**config.mk**
```make
export PLATFORM = sky130hd
export DESIGN_NAME = bp_me_timer_regs
export DESIGN_NICKNAME = d
export VERILOG_FILES = /design/src/rtl/bp_me_pkg.sv /design/src/rtl/bp_me_reg_byte_merge.sv /design/src/rtl/bp_me_timer_regs.sv
export SDC_FILE = /design/constraint.sdc
export NUM_CORES = 1
export LEC_CHECK = 0
export BUFFER_PORTS_ARGS = -buffer_cell sky130_fd_sc_hd__buf_2
export CELL_PAD_IN_SITES_DETAIL_PLACEMENT = 2
export CELL_PAD_IN_SITES_GLOBAL_PLACEMENT = 2
export CORE_MARGIN = 2
export CORE_UTILIZATION = 36
export CTS_CLUSTER_DIAMETER = 150
export DETAILED_ROUTE_END_ITERATION = 7
export HOLD_SLACK_MARGIN = 0.15
export PLACE_DENSITY_LB_ADDON = 0.1
export SYNTH_ARGS = -nofsm -noshare
export SYNTH_HDL_FRONTEND = slang
export SYNTH_SLANG_ARGS = --single-unit
```
**constraint.sdc**
```tcl
create_clock -name clk_i -period 4.3 [get_ports clk_i]
set_input_delay 0.645 -clock clk_i [delete_from_list [all_inputs] [get_ports clk_i]]
set_output_delay 0.645 -clock clk_i [all_outputs]
set_load 0.01 [all_outputs]
```
**src/rtl/bp_me_pkg.sv**
```systemverilog
// Shared definitions for the memory-end register blocks: timer register
// selectors and the byte-mask helper used by sub-word register writes.
package bp_me_pkg;

    typedef enum logic [1:0] {
        e_timer_mtime    = 2'd0,
        e_timer_mtimecmp = 2'd1,
        e_timer_msip     = 2'd2
    } bp_timer_reg_e;

    localparam int timer_regs_gp = 3;

    // Bytes touched by an access of 2^size bytes at byte offset off; bytes past 7 fall off.
    function automatic logic [7:0] byte_mask(input logic [2:0] off, input logic [1:0] size);
        logic [15:0] span;
        span = ((16'd1 << (4'd1 << size)) - 16'd1) << off;
        return span[7:0];
    endfunction

endpackage

```
**src/rtl/bp_me_reg_byte_merge.sv**
```systemverilog
// Combinational byte-lane merge of right-aligned write data into a 64-bit register.
module bp_me_reg_byte_merge
    import bp_me_pkg::*;
(
    input  logic [63:0] old_val,
    input  logic [63:0] data,
    input  logic [2:0]  off,
    input  logic [1:0]  size,
    output logic [63:0] merged,
    output logic [7:0]  mask
);

    logic [63:0] lane;

    always_comb begin
        mask   = byte_mask(off, size);
        lane   = data << {off, 3'b000};
        merged = old_val;
        for (int b = 0; b < 8; b++) begin
            if (mask[b]) begin
                merged[8*b +: 8] = lane[8*b +: 8];
            end
        end
    end

endmodule

```
**src/rtl/bp_me_timer_regs.sv**
```systemverilog
// Machine-timer register file (mtime, mtimecmp, msip) with latch-last-read
// read data and registered timer / software interrupt outputs.
module bp_me_timer_regs
    import bp_me_pkg::*;
#(
    parameter int reg_addr_width_p = 40,
    parameter int reg_size_width_p = 2,
    parameter int tick_div_p       = 8
) (
    input  logic                                  clk_i,
    input  logic                                  reset_n_i,
    input  logic [timer_regs_gp-1:0]              r_v_i,
    input  logic [timer_regs_gp-1:0]              w_v_i,
    input  logic [reg_addr_width_p-1:0]           addr_i,
    input  logic [reg_size_width_p-1:0]           size_i,
    input  logic [63:0]                           data_i,
    output logic [timer_regs_gp-1:0][63:0]        data_o,
    output logic                                  timer_irq_o,
    output logic                                  software_irq_o
);

    localparam int tick_width_lp = (tick_div_p > 1) ? $clog2(tick_div_p) : 1;
    localparam logic [tick_width_lp-1:0] tick_last_lp = tick_width_lp'(tick_div_p - 1);

    logic [tick_width_lp-1:0] prescale;
    logic                     tick;
    logic [63:0]              mtime, mtimecmp;
    logic                     msip;

    logic [2:0]  off;
    logic [1:0]  size;
    logic [63:0] mtime_inc;
    logic [63:0] mtime_merged, mtimecmp_merged, msip_merged;
    logic [7:0]  mtime_mask, mtimecmp_mask, msip_mask;
    logic [63:0] mtime_next, mtimecmp_next;
    logic        msip_next;
    logic [timer_regs_gp-1:0][63:0] reg_vals;
    logic        unused;

    assign off       = addr_i[2:0];
    assign size      = size_i[1:0];
    assign tick      = (prescale == tick_last_lp);
    assign mtime_inc = mtime + 64'(tick);
    assign reg_vals  = {{63'b0, msip}, mtimecmp, mtime};

    // Written mtime bytes replace the already-incremented value, so no carry crosses into them.
    bp_me_reg_byte_merge mtime_merge (
        .old_val (mtime_inc),
        .data    (data_i),
        .off     (off),
        .size    (size),
        .merged  (mtime_merged),
        .mask    (mtime_mask)
    );

    bp_me_reg_byte_merge mtimecmp_merge (
        .old_val (mtimecmp),
        .data    (data_i),
        .off     (off),
        .size    (size),
        .merged  (mtimecmp_merged),
        .mask    (mtimecmp_mask)
    );

    bp_me_reg_byte_merge msip_merge (
        .old_val ({63'b0, msip}),
        .data    (data_i),
        .off     (off),
        .size    (size),
        .merged  (msip_merged),
        .mask    (msip_mask)
    );

    assign mtime_next    = w_v_i[e_timer_mtime]    ? mtime_merged    : mtime_inc;
    assign mtimecmp_next = w_v_i[e_timer_mtimecmp] ? mtimecmp_merged : mtimecmp;
    assign msip_next     = w_v_i[e_timer_msip]     ? msip_merged[0]  : msip;

    assign unused = ^{addr_i[reg_addr_width_p-1:3], msip_merged[63:1],
                      mtime_mask, mtimecmp_mask, msip_mask};

    function automatic logic [63:0] read_align(input logic [63:0] value,
                                               input logic [2:0]  roff,
                                               input logic [1:0]  rsize);
        logic [63:0] shifted;
        shifted = value >> {roff, 3'b000};
        case (rsize)
            2'd0:    return {56'b0, shifted[7:0]};
            2'd1:    return {48'b0, shifted[15:0]};
            2'd2:    return {32'b0, shifted[31:0]};
            default: return shifted;
        endcase
    endfunction

    always_ff @(posedge clk_i or negedge reset_n_i) begin
        if (!reset_n_i) begin
            prescale <= '0;
        end else if (tick) begin
            prescale <= '0;
        end else begin
            prescale <= prescale + 1'b1;
        end
    end

    always_ff @(posedge clk_i or negedge reset_n_i) begin
        if (!reset_n_i) begin
            mtime          <= '0;
            mtimecmp       <= '1;
            msip           <= 1'b0;
            timer_irq_o    <= 1'b0;
            software_irq_o <= 1'b0;
            data_o         <= '0;
        end else begin
            mtime          <= mtime_next;
            mtimecmp       <= mtimecmp_next;
            msip           <= msip_next;
            timer_irq_o    <= (mtime_next >= mtimecmp_next);
            software_irq_o <= msip_next;
            for (int k = 0; k < timer_regs_gp; k++) begin
                if (r_v_i[k]) begin
                    data_o[k] <= read_align(reg_vals[k], off, size);
                end
            end
        end
    end

    a_strobe_onehot: assert property (@(posedge clk_i) disable iff (!reset_n_i)
        $onehot0(r_v_i | w_v_i));
    a_no_read_write: assert property (@(posedge clk_i) disable iff (!reset_n_i)
        !((|r_v_i) && (|w_v_i)));

endmodule

```
# Word-level counts from Yosys, hierarchy flattened
# Cells that the tools add are included.
[totals]
ff_bits = 325
out_inout_bits = 194
word_cells = 46
[op_classes]
add_sub_neg = 3
n_lt_le_gt_ge = 1
eq_ne = 3
n_shift = 7
n_mux = 22
n_reduce_logical = 2
[op_table]
columns = ["op", "count"]
rows = [
  ["$pmux 64 s3", 3],
  ["$mux 64", 2],
  ["$mux 8", 16],
  ["$shr 64x6->64", 2],
  ["$add 64x1->64", 1],
  ["$ge 64x64->1", 1],
  ["$shl 64x6->64", 1],
  ["$shr 1x6->64", 1],
  ["$shl 1x4->16 const A", 1],
  ["$shl 16x3->8", 1],
  ["$sub 16x1->16 const B", 1],
  ["$shl 1x2->4 const A", 1],
  ["$add 3x1->3 const B", 1],
  ["$eq 3x3->1 const B", 1],
  ["$mux 3", 1],
  ["$eq 2x1->1 const B", 1],
  ["$eq 2x2->1 const B", 1],
  ["$logic_not 2->1", 1],
  ["$reduce_and 2->1", 1],
]

# Depth between registers and ports, before layout
[depth]
depth_word = 7
ltp_mapped = 18

# Modules after synthesis
# Synthesis repeated with hierarchy kept, for this count alone.
[unflattened]
hier_cells = 2615
area_unflattened_um2 = 23994.3
[modules_own_cells]
columns = ["mod", "instances", "cells_per_inst", "area_each_um2"]
rows = [
  ["bp_me_timer_regs", 1, 1580, 15927.8],
  ["bp_me_reg_byte_merge", 3, 345, 2688.8],
]

# Least setup slack after synthesis
# No wires, ideal clock.
[synth_timing]
path_type = "input-to-reg"
start = "input port size_i[0]"
end = "register timer_irq_o"
setup_ns = 0.087
arrival_time_ns = 3.695
required_ns = 4.213
slack_ns = 0.518
cell_stages = 15
path_buffers = 2
path_cell_list = "buf_2 > nor2b_1 > ha_1 > or3_1 > a21oi_1 > nor2_1 > and3_1 > buf_6 > mux2_1 > ha_1 > nand4_1 > nor4_1 > nand3_1 > or3_1 > o211ai_1"
[synth_between]
elab_chain_len = 7
elab_cells_between_ends = 23
classes_between = "add/sub (1); order compare (1); shift (3); mux (18)"
[synth_lines]
columns = ["item", "line", "text"]
rows = [
  ["start, declared", "bp_me_timer_regs.sv:15", "input logic [reg_size_width_p-1:0] size_i,"],
  ["$shl 1x2->4", "bp_me_pkg.sv:16", "span = ((16'd1 << (4'd1 << size)) - 16'd1) << off;"],
  ["$shl 1x4->16", "bp_me_pkg.sv:16", ""],
  ["$sub 16x1->16", "bp_me_pkg.sv:16", ""],
  ["$shl 16x3->8", "bp_me_pkg.sv:16", ""],
  ["$mux 8", "bp_me_reg_byte_merge.sv:20", "if (mask[b]) begin"],
  ["$mux 64", "bp_me_timer_regs.sv:74", "assign mtime_next = w_v_i[e_timer_mtime] ? mtime_merged : mtime_inc;"],
  ["via mtime_next[61]", "bp_me_timer_regs.sv:35", "logic [63:0] mtime_next, mtimecmp_next;"],
  ["$ge 64x64->1", "bp_me_timer_regs.sv:116", "timer_irq_o <= (mtime_next >= mtimecmp_next);"],
  ["end signal, assigned", "bp_me_timer_regs.sv:116", ""],
  ["end, declared", "bp_me_timer_regs.sv:18", "output logic timer_irq_o,"],
]
# The timed path passes the listed nets, and every way through them passes these cells.
# A chain may end at the register's enable or synchronous reset.

# Worst setup path in the final report
[layout_timing]
start = "register prescale[0]"
end = "register timer_irq_o"
[layout_between]
elab_chain_len = 5
elab_cells_between_ends = 12
classes_between = "add/sub (1); order compare (1); eq/ne (1); mux (9)"
[layout_lines]
columns = ["item", "line", "text"]
rows = [
  ["start, declared", "bp_me_timer_regs.sv:25", "logic [tick_width_lp-1:0] prescale;"],
  ["start signal, assigned", "bp_me_timer_regs.sv:100", "prescale <= prescale + 1'b1;"],
  ["$eq 3x3->1 (*)", "bp_me_timer_regs.sv:42", "assign tick = (prescale == tick_last_lp);"],
  ["$add 64x1->64 (*)", "bp_me_timer_regs.sv:43", "assign mtime_inc = mtime + 64'(tick);"],
  ["$mux 8", "bp_me_reg_byte_merge.sv:20", ""],
  ["$mux 64 (*)", "bp_me_timer_regs.sv:74", ""],
  ["via mtime_next[44]", "bp_me_timer_regs.sv:35", ""],
  ["$ge 64x64->1 (*)", "bp_me_timer_regs.sv:116", ""],
]
# The timed path passes the listed nets; every way through them passes the cells marked *.

==> results.py <==
metrics = {
    "status": {
        "status": "finished clean",
    },
    "worst_hold_path": {
        "whs_endpoint": "data_o[128]",
        "min_path_cells": 2,
        "hold_path_class": "input port to flip-flop",
        "worstHoldStart": "r_v_i[2]",
    },
    "critical_path": {
        "critPathLaunchType": "flip-flop",
        "r2r-start": "prescale[0]",
        "path_cells": "ha_1, ha_2, ha_2, ha_2, and3_4, and2_4, nand4_4, buf_12, clkbuf_4, nor3b_4, xnor2_1, mux2i_2, ha_1, nand4_1, buf_4, nor2_1, a221o_1, a211o_1, a21oi_2, o211ai_1",
        "critPathRequiredTime_ps": 4720,
        "cpPeakStageDelay_ps": 350,
        "crit_type": "flip-flop to flip-flop",
        "cp_top_family": "adder cells",
        "r2r_slack_ps": 50,
        "crit_path_frequent_cell": "ha_2",
        "critPathSlowestCell": "dfrtp_1",
        "worstReg2RegEnd": "timer_irq_o",
        "worstPathMaxFanout": 6,
        "worstPathArrival_ps": 4670,
        "path_buf_inv": 3,
        "reg2reg_depth": 20,
        "end_kind": "flip-flop",
    },
    "logic_synthesis": {
        "synth_top_family_by_area": "multiplexers",
        "syn_inst": 1913,
        "synthTopCellsByArea": "dfrtp_1 (27%), dfstp_2 (9.3%), mux2i_1 (8.3%)",
        "synth_area_leader_cell": "dfrtp_1",
        "seq_area_frac_synth_pct": 36.51,
        "yosys.area_share.simple_pct": 13.37,
        "ys_types": 78,
        "synth-edff-count": 0,
        "synth_top_area_share_pct": 27.26,
        "synth_compound_area_share_pct": 15.65,
        "synth_xor_area_share_pct": 2.939,
        "yosysWarnings": 0,
        "synth_ff_type": "dfrtp_1",
        "synth_fa_ha_area_share_pct": 4.749,
        "syn_area_per_cell_um2": 9.503,
        "ys_ff_latch": 262,
        "syn_area_um2": 18180,
        "synth-async-reset-ratio_pct": 100.0,
        "synth.area.mux_share_pct": 18.04,
    },
    "global_route": {
        "grt_overflow": 0,
        "grt_max_degree": 90,
        "grt_use_total_pct": 30.76,
        "grt_pass1_wl_mm": 119.5,
        "grt_pass1_vias": 17800,
        "antenna_found_initial": 6,
    },
    "die": {
        "fp-row-count": 82,
        "die_y_um": 228.7,
        "die_area_um2": 52310,
        "fp.dieW_um": 228.7,
        "coreArea_um2": 49970,
        "ioPinCount": 308,
        "initial_utilization_pct": 36.38,
    },
    "job": {
        "drv_cap": 0,
    },
    "final_layout": {
        "fin_cells": 2889,
        "layout.cells.most_common_list": "buf_2 (204), dfrtp_1 (198), nand2_1 (195)",
        "final_area_um2": 21930,
        "drive_above_1_share_pct": 29.33,
        "final_util_pct": 43.88,
        "num-nets-final": 2370,
        "area_growth_pct": 20.62,
        "final_common_cell": "buf_2",
    },
    "clock_network": {
        "cts_buffers": 35,
        "clock_sinks": 262,
        "clockBufferDepth": 3,
        "clock-root-buffer": "clkbuf_16",
        "cts_tree": "done",
        "cts_max_level": 2,
        "path_clk_slew_ps": 60,
        "clkLatencyLatePin_ps": 560,
    },
    "sta": {
        "slew_headroom_pct": 18.86,
        "slew_viol_final": 0,
        "hold_viol": 0,
        "fin_skew_ps": 19.17,
        "setup_violations": 0,
        "worstMarginPinSlew_ps": 1213,
        "finalCriticalPeriod_ps": 4247,
        "fmax_mhz": 235.5,
        "post-route-period-util_pct": 98.76,
    },
    "detailed_routing": {
        "drtAntennaViolNets": 0,
        "wirelength_mm": 82.39,
        "viasPerCell": 5.783,
        "drtIter0Drc": 1520,
        "route.detailed.drc": 0,
        "first_pass_iters": 5,
        "vias": 16710,
        "wire_per_inst_um": 28.52,
    },
    "pwr": {
        "p_sw_uw": 3892,
        "combPwrFrac_pct": 33.3,
        "p_per_area_nw_per_um2": 463.7,
        "intPower_uw": 6275,
        "clkPwrFrac_pct": 31.4,
        "seqPwrFrac_pct": 35.3,
        "p_sw_share_pct": 38.28,
        "peakVddDrop_v": 0.0002755,
        "power.leakage_uw": 0.01011,
    },
    "place": {
        "hpwl_mm": 63.88,
        "dp.cells": 2811,
        "dpl-instance-area_um2": 20420,
        "gp_congestion": 0.9098,
        "io_buffers": 207,
    },
}
worst reg2reg max path, stage by stage, from the launching register on:
cell	delay, ps
dfrtp_1	350
ha_1	160
ha_2	180
ha_2	180
ha_2	180
and3_4	180
and2_4	160
nand4_4	130
buf_12	190
clkbuf_4	190
nor3b_4	200
xnor2_1	110
mux2i_2	290
ha_1	310
nand4_1	180
buf_4	160
nor2_1	40
a221o_1	320
a211o_1	250
a21oi_2	220
o211ai_1	140
flip-flops by register name, indices dropped and copies added, names as in the netlist:
| signal | flops |
|---|---|
| timer_irq_o | 1 |
| msip | 1 |
| mtimecmp | 64 |
| prescale | 3 |
| data_o | 129 |
| mtime | 64 |
cell type report:
cell class | instances | area [um2]
fillers | 5494 | 28040
multi-input cells | 1405 | 10340
inverters | 117 | 439.2
flip-flops and latches | 262 | 6636
well taps | 672 | 840.8
repair buffers | 366 | 2429
diodes | 4 | 10.01
clock buffers | 45 | 1006
clock inverters | 18 | 229.0
logic make-up after synthesis:
family	after synthesis
AND/OR/NAND/NOR	495
XOR/XNOR	61
adder cells (fa/ha/maj)	69
multiplexers	262
flip-flops	262
buffers and inverters	308
other	1
AO/OA/AOI/OAI	455
per-stage QoR:
stage	TNS, ps	setup WS [ps]	total power [uW]	hold slack [ps]
floorplan	0	518.4	5238	349.4
global placement	0	127.9	6717	415.4
detailed placement	0	17.09	6861	429.1
CTS	0	25.62	10130	268.3
global route	-63.31	-63.31	10600	291.3
finish	0	53.45	10170	285.6
routing by layer:
layer | routed length [um] | global-route usage, %
met5 | 13 | 0
met4 | 2000 | 8.088
met3 | 5256 | 5.389
met2 | 39960 | 51.26
met1 | 35160 | 41.22
power by group through the flow:
| stage | clock (uW) | sequential [uW] | combinational [uW] |
|---|---|---|---|
| after floorplan | 0 | 3350 | 1890 |
| after global placement | 0 | 3600 | 3120 |
| after detailed placement | 0 | 3600 | 3260 |
| after CTS | 3250 | 3570 | 3310 |
| after global routing | 3340 | 3630 | 3640 |
| final | 3190 | 3590 | 3390 |
synthesized netlist by cell type, drive strengths merged, types with 3 or more instances:
cell type and number:
inv 117, nand4 21, o21ai 131, nor2b 12, o2bb2ai 24, mux2i 151, a31oi 4, a211oi 15
ha 69, mux4 45, dfrtp 198, xnor2 40, o211ai 3, nor3b 3, nand2 196, a21o 22
buf 136, or3 13, xor2 21, o21a 25, and4 7, nand3 59, nor3 34, nor4 9
nor2 120, a22o 9, clkbuf 55, mux2 66, o22ai 40, and3 9, dfstp 64, a22oi 48
and2 5, a32o 8, a21oi 113
worst max path at each step:
stage                     depth (start not counted)     endpoint        start  slack [ps]
final                                            20  timer_irq_o  prescale[0]          50
after global routing                             20  timer_irq_o  prescale[0]         -60
after CTS                                        17  timer_irq_o  prescale[0]          30
after detailed placement                         17  timer_irq_o  prescale[0]          20
after global placement                           14  timer_irq_o    size_i[0]         130
after floorplan                                  15  timer_irq_o    size_i[0]         520
what timing repair did:
item | CTS | global route
gates resized for setup | 5 | 26
hold buffers | 1 | 0
setup buffers | 0 | 10
endpoints found under the hold margin | 10 | 0
pin swaps | 0 | 11
setup endpoints to repair | 1 | 1
gates cloned | 0 | 0
No activity file was read; power rests on OpenSTA's default activity.
